## config.mk

```make
export PLATFORM = sky130hd
export DESIGN_NAME = uart_irq_regf
export DESIGN_NICKNAME = d
export VERILOG_FILES = /design/src/rtl/uart_irq_regf.sv
export SDC_FILE = /design/constraint.sdc
export NUM_CORES = 1
export LEC_CHECK = 0
export ABC_AREA = 1
export CAP_MARGIN = 15
export CORE_MARGIN = 2
export CORE_UTILIZATION = 44
export CTS_CLUSTER_SIZE = 14
export DETAILED_ROUTE_END_ITERATION = 16
export MAX_ROUTING_LAYER = met4
export PLACE_DENSITY_LB_ADDON = 0.12
export SYNTH_ARGS = -nofsm -noshare
export SYNTH_HDL_FRONTEND = slang
export SYNTH_SLANG_ARGS = --single-unit
```

## constraint.sdc

```tcl
create_clock -name main_clk_i -period 1.3 [get_ports main_clk_i]
set_input_delay 0.13 -clock main_clk_i [delete_from_list [all_inputs] [get_ports main_clk_i]]
set_output_delay 0.13 -clock main_clk_i [all_outputs]
set_load 0.05 [all_outputs]
```

## src/rtl/uart_irq_regf.sv

```systemverilog
// Multi-channel UART control/status/interrupt register file.
// Optional per-channel event counters: define UART_IRQ_REGF_EVCNT_EN.
module uart_irq_regf #(
  parameter int CH_NUM = 4,
  parameter int MODE_W = 2,
  parameter int EV_W   = 4,
  parameter int ADDR_W = 13,
  parameter int DATA_W = 32
) (
  input  logic                     main_clk_i,
  input  logic                     main_rst_an_i,
  input  logic                     mem_ena_i,
  input  logic [ADDR_W-1:0]        mem_addr_i,
  input  logic                     mem_wena_i,
  input  logic [DATA_W-1:0]        mem_wdata_i,
  output logic [DATA_W-1:0]        mem_rdata_o,
  output logic                     mem_err_o,
  output logic [CH_NUM-1:0]        regf_ena_o,
  output logic [CH_NUM*MODE_W-1:0] regf_mode_o,
  input  logic [CH_NUM-1:0]        regf_busy_i,
  input  logic [CH_NUM*EV_W-1:0]   regf_ev_i,
  output logic                     irq_o
);

  if (DATA_W != 32) begin : g_dw_chk
    $error("uart_irq_regf: DATA_W must be 32");
  end

  localparam int CH_W = (CH_NUM > 1) ? $clog2(CH_NUM) : 1;
  localparam logic [ADDR_W-1:0] SUM_A = ADDR_W'(4 * CH_NUM);

  logic [CH_NUM-1:0]             ena_q;
  logic [CH_NUM-1:0][MODE_W-1:0] mode_q;
  logic [CH_NUM-1:0][EV_W-1:0]   stat_q;
  logic [CH_NUM-1:0][EV_W-1:0]   mask_q;
  logic [CH_NUM-1:0][EV_W-1:0]   ev;
  logic [CH_NUM-1:0]             pend;
`ifdef UART_IRQ_REGF_EVCNT_EN
  logic [CH_NUM-1:0][7:0]        cnt_q;
`endif

  logic [CH_W-1:0]   ch;
  logic [1:0]        slot;
  logic              in_ch;
  logic              is_sum;
  logic              acc_err;
  logic              wr_go;
  logic [DATA_W-1:0] rd_word;
  logic [CH_NUM-1:0] ctrl_we;
  logic [CH_NUM-1:0] irq_we;
  logic [CH_NUM-1:0] cnt_we;
  logic              unused_wdata;

  assign ev           = regf_ev_i;
  assign ch           = mem_addr_i[2 +: CH_W];
  assign slot         = mem_addr_i[1:0];
  assign in_ch        = mem_addr_i < SUM_A;
  assign is_sum       = mem_addr_i == SUM_A;
  assign regf_ena_o   = ena_q;
  assign regf_mode_o  = mode_q;
  assign unused_wdata = ^mem_wdata_i;

  always_comb begin
    for (int c = 0; c < CH_NUM; c++) begin
      pend[c] = |(stat_q[c] & mask_q[c]);
    end
  end

  always_comb begin
    rd_word = '0;
    acc_err = 1'b0;
    unique case (1'b1)
      in_ch: begin
        case (slot)
          2'd0: rd_word[MODE_W:0] = {mode_q[ch], ena_q[ch]};
          2'd1: begin
            rd_word[0] = regf_busy_i[ch];
            acc_err    = mem_wena_i;
          end
          2'd2: begin
            rd_word[EV_W-1:0]   = stat_q[ch];
            rd_word[16 +: EV_W] = mask_q[ch];
          end
          default: begin
`ifdef UART_IRQ_REGF_EVCNT_EN
            rd_word[7:0] = cnt_q[ch];
`else
            acc_err = 1'b1;
`endif
          end
        endcase
      end
      is_sum: begin
        rd_word[CH_NUM-1:0] = pend;
        acc_err             = mem_wena_i;
      end
      default: acc_err = 1'b1;
    endcase
  end

  assign wr_go = mem_ena_i & mem_wena_i & in_ch & ~acc_err;

  always_comb begin
    ctrl_we = '0;
    irq_we  = '0;
    cnt_we  = '0;
    for (int c = 0; c < CH_NUM; c++) begin
      if (wr_go && ch == CH_W'(c)) begin
        ctrl_we[c] = slot == 2'd0;
        irq_we[c]  = slot == 2'd2;
        cnt_we[c]  = slot == 2'd3;
      end
    end
  end

  always_ff @(posedge main_clk_i or negedge main_rst_an_i) begin
    if (!main_rst_an_i) begin
      ena_q  <= '0;
      mode_q <= '0;
      stat_q <= '0;
      mask_q <= '0;
      irq_o  <= 1'b0;
    end else begin
      irq_o <= |pend;
      for (int c = 0; c < CH_NUM; c++) begin
        if (ctrl_we[c]) begin
          ena_q[c]  <= mem_wdata_i[0];
          mode_q[c] <= mem_wdata_i[MODE_W:1];
        end
        if (irq_we[c]) begin
          mask_q[c] <= mem_wdata_i[16 +: EV_W];
        end
        // events win over a same-cycle clear
        stat_q[c] <= (stat_q[c]
                      & ~(irq_we[c] ? mem_wdata_i[EV_W-1:0] : '0))
                     | ev[c];
      end
    end
  end

`ifdef UART_IRQ_REGF_EVCNT_EN
  always_ff @(posedge main_clk_i or negedge main_rst_an_i) begin
    if (!main_rst_an_i) begin
      cnt_q <= '0;
    end else begin
      for (int c = 0; c < CH_NUM; c++) begin
        if (cnt_we[c]) begin
          cnt_q[c] <= {7'd0, |ev[c]};
        end else if (|ev[c] && cnt_q[c] != 8'hFF) begin
          cnt_q[c] <= cnt_q[c] + 8'd1;
        end
      end
    end
  end
`else
  logic unused_cnt_we;
  assign unused_cnt_we = ^cnt_we;
`endif

  always_ff @(posedge main_clk_i or negedge main_rst_an_i) begin
    if (!main_rst_an_i) begin
      mem_rdata_o <= '0;
      mem_err_o   <= 1'b0;
    end else if (mem_ena_i) begin
      mem_err_o <= acc_err;
      if (!mem_wena_i) begin
        mem_rdata_o <= acc_err ? '0 : rd_word;
      end
    end else begin
      mem_err_o <= 1'b0;
    end
  end

endmodule

```

==> results of run 1 <==
==> worst min path at each step <==
stage	end	slack, ns	cells past startpoint
after global routing	stat_q[12]	0.29	2
after CTS	stat_q[12]	0.27	2
after detailed placement	stat_q[12]	0.08	1
after floorplan	irq_o	-0.17	0
after global placement	stat_q[12]	0.07	1
final	stat_q[12]	0.27	2
==> critical path, cell delays in order <==
cell	delay, ns
buf_6	0.10
nor2_4	0.12
nand2_2	0.08
nor2_4	0.15
nand2_2	0.09
nor2_4	0.13
nand3_4	0.10
nor2_4	0.16
buf_12	0.14
clkbuf_16	0.14
nand3_2	0.06
nand2_1	0.08
nand2_1	0.05
==> repair_timing <==
| action | 4_1_cts | 5_1_grt |
|---|---|---|
| setup buffers | 6 | 1 |
| hold buffers | 1 | 0 |
| resized for setup | 67 | 40 |
| hold endpoints to repair | 13 | 0 |
| pin swaps | 20 | 27 |
| setup endpoints to repair | 52 | 50 |
| gates cloned | 2 | 1 |
==> sequential cells by signal, summed over array words and instances (netlist names) <==
register	count
mem_err_o	1
stat_q	16
regf_mode_o	8
regf_ena_o	4
irq_o	1
mask_q	16
mem_rdata_o	8
==> metrics by stage <==
step           instances  util (%)
3_5_place_dp         583      63.7
5_1_grt              601      69.3
6_report             601      69.3
4_1_cts              600      67.4
2_1_floorplan        424         -
3_3_place_gp         583      63.7
==> metal layers <==
metal | vias to the layer above | wire length [um] | global-route usage, %
li1 | 1456 | - | -
met1 | 1389 | 3590 | 31.5
met2 | 119 | 4320 | 40.8
met3 | 10 | 560 | 3.33
met4 | 0 | 96 | 5.26
met5 | - | 0 | -
==> layout make-up <==
type	instances	area [um2]
sequential	54	1350
inverter	46	173
clock inverter	2	16.3
multi-input combinational	291	1550
clock buffer	6	72.6
timing repair buffer	122	1370
tap	80	100
fill	546	2050
==> logic make-up after synthesis <==
kind of cell	Yosys count	synth area share [%]
DFF	54	45.0
AOI/OAI and AO/OA	58	10.6
and+or+nand+nor	209	30.8
other	1	0.125
buffers and inverters	79	13.5
==> synth_stat cells, types with 5 or more instances <==
library cell and n:
o21ai_0 21, dfrtp_1 54, nand2_1 145, nor2_1 18, a21oi_1 10, o21ai_1 16, o22ai_1 5, buf_4 24
inv_1 45, nand3_1 20, buf_2 5
==> where the power goes <==
group / total, mW / switching (mW) / internal [mW] / leakage [nW]
clock network: 0.944 / 0.556 / 0.388 / 0.0418
logic: 0.636 / 0.406 / 0.229 / 1.53
registers: 1.69 / 0.00543 / 1.68 / 0.656
==> layout by cell type, fill, tap and decap left out, types with 4 or more instances in the layout <==
cell and n:
buf_12 26, nor2_1 12, nand3_2 14, a21oi_1 8
nand2_2 11, dfrtp_1 54, nand3_1 6, o22ai_1 5
buf_6 6, nor3_2 4, o21ai_0 15, o21ai_1 21
clkbuf_8 5, nor2_4 11, clkdlybuf4s50_1 28, buf_4 46
conb_1 24, nand2_1 136, inv_1 42, buf_2 8
inv_2 4
==> run_results.csv, run 1 <==
group,metric,value,unit
critical_path,critPathKind,"input port to flip-flop",
placement,gp_congestion,0.912,
critical_path,endpoint,"stat_q[10]",
synth,synth.area.top_cells,"dfrtp_1, nand2_1, buf_4",
power_and_ir_drop,finalPower,3.27,mW
synth,synth.distinct_cells,27,
cts,cts_buffer_depth,2,
timing,fin_tns_setup,-0.0813,ns
synth,synth_cells,401,
flow_run,maxCapViolations,0,
timing,final_max_slew_viol_count,0,
global_routing,grt_antenna_before_repair,0,
critical_path,worstRegToRegCells,6,
timing,worst_hold_slack,0.269,ns
finish,final_cell_area,4630,um2
placement,port_buffers,66,
die,fp-row-count,30,
critical_path,cp_data_arrival_time,1.54,ns
critical_path,critical_path.startpoint,"mem_addr_i[10]",
detailed_routing,vias,2974,
timing,min_period,1.33,ns
die,initial_core_util,44.9,%
cts,path_clk_slew,0.10,ns
timing,fin_skew,0.00710,ns
synth,ys_warn_count,0,
detailed_routing,drtIter0Drc,177,
critical_path,r2r-start,"stat_q[12]",
global_routing,overflow,0,
timing,fmax,0.754,GHz
cts,clock_sinks,54,
cts,clock_latency,0.31,ns
global_routing,grt_pass1_wl,13800,um
timing,final_hold_viol_count,0,
die,die_h,86.6,um
cts,cts_tree,"done",
power_and_ir_drop,ir_drop,0.000470,V
detailed_routing,wirelength,8560,um
detailed_routing,routedWlPerCell,14.2,um
detailed_routing,route.detailed.drc,0,
synth,synth_edf_count,0,
die,core_area,6680,um2
die,die_x,86.6,um
die,ios,115,
detailed_routing,avgViaCountPerCell,4.95,
finish,final_nets,589,
power_and_ir_drop,powerDensity,706,nW/um2
finish,drive_above_1_share,29.8,%
synth,syn-cell-area,3000,um2
placement,dp_hpwl,6540,um
power_and_ir_drop,p_leak,2.23,nW
cts,cts_buffers,5,
finish,num_antenna_cells,0,
run_status,violations,"negative setup slack",
synth,synthFlopType,"dfrtp_1",
critical_path,worst-path-max-fanout,5,
critical_path,endpoint_kind,"flip-flop",
timing,setup_slack,-0.0268,ns
synth,async_flop_share,100,%
worst_hold_path,hold_path_class,"input port to async pin",
global_routing,grt_pass1_vias,2912,
critical_path,r2r_end,"mem_rdata_o[0]",
global_routing,grt_max_degree,31,
critical_path,cp.required,1.51,ns
global_routing,track_usage,24.3,%
timing,min_period_over_period,102,%
finish,syn_to_final_growth,54.2,%
critical_path,r2r_slack,0.06,ns
timing,rsz0062_at_grt,"true",
timing,setup_viol_count_final,9,
critical_path,startpoint_type,"input port",
die,die_area,7500,um2
synth,ys_ff_latch,54,
cts,htreeDepth,2,
cts,cts-root-buf,"clkbuf_8",
synth,synth_top_cell_area_share,45.0,%
placement,placedInstanceArea,4260,um2
synth,post-synth-top-area-cell,"dfrtp_1",
synth,ys_seq_area_share,45.0,%
run_status,status,"finished, violations left",
detailed_routing,first_pass_iters,4,
placement,dp_worst_setup_slack,-0.683,ns
detailed_routing,antenna_left,0,
synth,syn-mean-instance-area,7.49,um2
Note: power is estimated with default switching activity, not from simulation.
==> inputs of run 2 (changes only) <==
--- a/config.mk
+++ b/config.mk
@@ -8,9 +8,10 @@
 export ABC_AREA = 1
 export CAP_MARGIN = 15
 export CORE_MARGIN = 2
-export CORE_UTILIZATION = 44
+export CORE_UTILIZATION = 63
 export CTS_CLUSTER_SIZE = 14
 export DETAILED_ROUTE_END_ITERATION = 16
+export DONT_BUFFER_PORTS = 1
 export MAX_ROUTING_LAYER = met4
 export PLACE_DENSITY_LB_ADDON = 0.12
 export SYNTH_ARGS = -nofsm -noshare
==> run 2 against run 1 <==
The flow finishes with violations (negative hold slack). Clock-buffer cell count stayed put. Wire length is 9.2% lower. Design area is 22% lower. Final cell count is 15% lower. Global-route usage is 7.5 points higher. Clock power is 5.0% higher. Via count is 5.2% lower. Sequential share of layout area is 8.4 points higher. Combinational power is 35% lower. Power is 5.3% lower. Sequential power hardly changed. Fmax is 2.2% higher.
==> run_results.csv, run 2 (synthesis results as in run 1) <==
group,metric,value,unit
critical_path,slowest_stage,"dfrtp_1",
critical_path,worst-path-max-fanout,2,
placement,dp_worst_setup_slack,-0.194,ns
placement,port_buffers,0,
detailed_routing,vias,2819,
finish,final_common_cell,"nand2_1",
die,die_h,73.0,um
finish,drive_above_1_share,15.5,%
critical_path,r2r_end,"mem_rdata_o[0]",
finish,syn_to_final_growth,19.7,%
placement,dp_cells,484,
finish,num_antenna_cells,0,
cts,htreeDepth,2,
timing,final_hold_viol_count,54,
power_and_ir_drop,finalPower,3.10,mW
die,die_x,73.0,um
critical_path,worstPathBufferInverterCount,1,
die,core_area,4660,um2
critical_path,r2r_slack,0.002,ns
critical_path,path_cells,"inv_1, o21ai_0, nor3_1, nor2_1, a21oi_1, nor2_1",
detailed_routing,first_pass_iters,5,
timing,fin_skew,0.00997,ns
die,fp-row-count,25,
timing,setup_viol_count_final,0,
finish,stdcell_count,513,
cts,cts_buffers,5,
worst_hold_path,hold_path_class,"input port to async pin",
finish,top_regs,"mask_q (16), stat_q (16)",
detailed_routing,avgViaCountPerCell,5.50,
global_routing,grt_antenna_before_repair,0,
timing,min_period,1.30,ns
placement,gp_congestion,0.985,
cts,clock_latency,0.31,ns
power_and_ir_drop,ir_drop,0.000753,V
critical_path,cp_common_cell,"nor2_1",
detailed_routing,routedWlPerCell,15.2,um
finish,final_cell_mix,"nand2_1, dfrtp_1, inv_1",
detailed_routing,wirelength,7770,um
flow_run,maxCapViolations,0,
critical_path,endpoint,"mem_rdata_o[0]",
timing,fmax,0.770,GHz
global_routing,overflow,0,
detailed_routing,antenna_left,0,
power_and_ir_drop,powerDensity,862,nW/um2
finish,fillers,346,
global_routing,track_usage,31.8,%
critical_path,slowest_delay,0.39,ns
detailed_routing,drtIter0Drc,239,
run_status,violations,"negative hold slack",
cts,cts_tree,"done",
critical_path,cp_data_arrival_time,1.51,ns
critical_path,startpoint_type,"flip-flop",
finish,final_util,77.1,%
critical_path,critPathTopFamily,"simple AND/OR/NAND/NOR gates",
timing,fin_tns_setup,0,ns
critical_path,cp.depth,6,
critical_path,worstRegToRegCells,6,
power_and_ir_drop,p_leak,1.88,nW
timing,rsz0062_at_grt,"true",
critical_path,critPathKind,"flip-flop to flip-flop",
cts,clock_sinks,54,
critical_path,cp.required,1.51,ns
critical_path,endpoint_kind,"flip-flop",
die,ios,115,
global_routing,grt_pass1_vias,2668,
finish,final_cell_area,3590,um2
timing,worst_hold_slack,-0.504,ns
global_routing,grt_max_degree,55,
critical_path,critical_path.startpoint,"stat_q[12]",
die,initial_core_util,64.4,%
timing,min_period_over_period,99.9,%
placement,placedInstanceArea,3270,um2
timing,final_max_slew_viol_count,0,
detailed_routing,route.detailed.drc,0,
critical_path,r2r-start,"stat_q[12]",
run_status,status,"finished, violations left",
timing,setup_slack,0.00171,ns
global_routing,grt_pass1_wl,12400,um
cts,cts_buffer_depth,2,
cts,cts-root-buf,"clkbuf_8",
cts,path_clk_slew,0.10,ns
cts,cts_hold_buf,21,
finish,final_nets,527,
placement,dp_hpwl,5500,um
die,die_area,5330,um2
==> run 2: how the worst min path moves through the flow <==
stage          cells after the start          start  slack (ns)             end
6_report                           0  main_rst_an_i       -0.50  regf_mode_o[7]
5_1_grt                            0  main_rst_an_i       -0.51  mem_rdata_o[1]
4_1_cts                            0  main_rst_an_i       -0.51  mem_rdata_o[0]
3_5_place_dp                       0  main_rst_an_i       -0.16  regf_mode_o[7]
3_3_place_gp                       0  main_rst_an_i       -0.16  regf_mode_o[7]
2_1_floorplan                      0  main_rst_an_i       -0.17           irq_o
==> run 2: layout make-up <==
cell class              count  area, um2  share of cell area, %
clock buffers               6       82.6                   2.30
well taps                  54       67.6                   1.88
inverters                  46        173                   4.81
repair buffers             60        528                   14.7
clock inverters             2       12.5                  0.348
flip-flops and latches     54       1350                   37.6
multi-input cells         291       1380                   38.4
==> run 2: per-layer routing <==
metal / vias up / track usage (%) / part of all wire [%]
li1: 1335 / - / -
met3: 23 / 6.35 / 8.8
met4: 0 / 11.5 / 2.5
met2: 169 / 51.4 / 49
met1: 1292 / 39.8 / 40
met5: - / - / 0
==> run 2: power breakdown <==
group	switching [mW]	total, mW	internal (mW)
Clock	0.562	0.991	0.430
Combinational	0.303	0.413	0.110
Sequential	0.00825	1.69	1.68
==> run 2: repair_timing <==
item	4_1_cts	5_1_grt
hold endpoints to repair	83	54
resized for setup	0	8
setup buffers	0	0
endpoints found under the setup margin	0	4
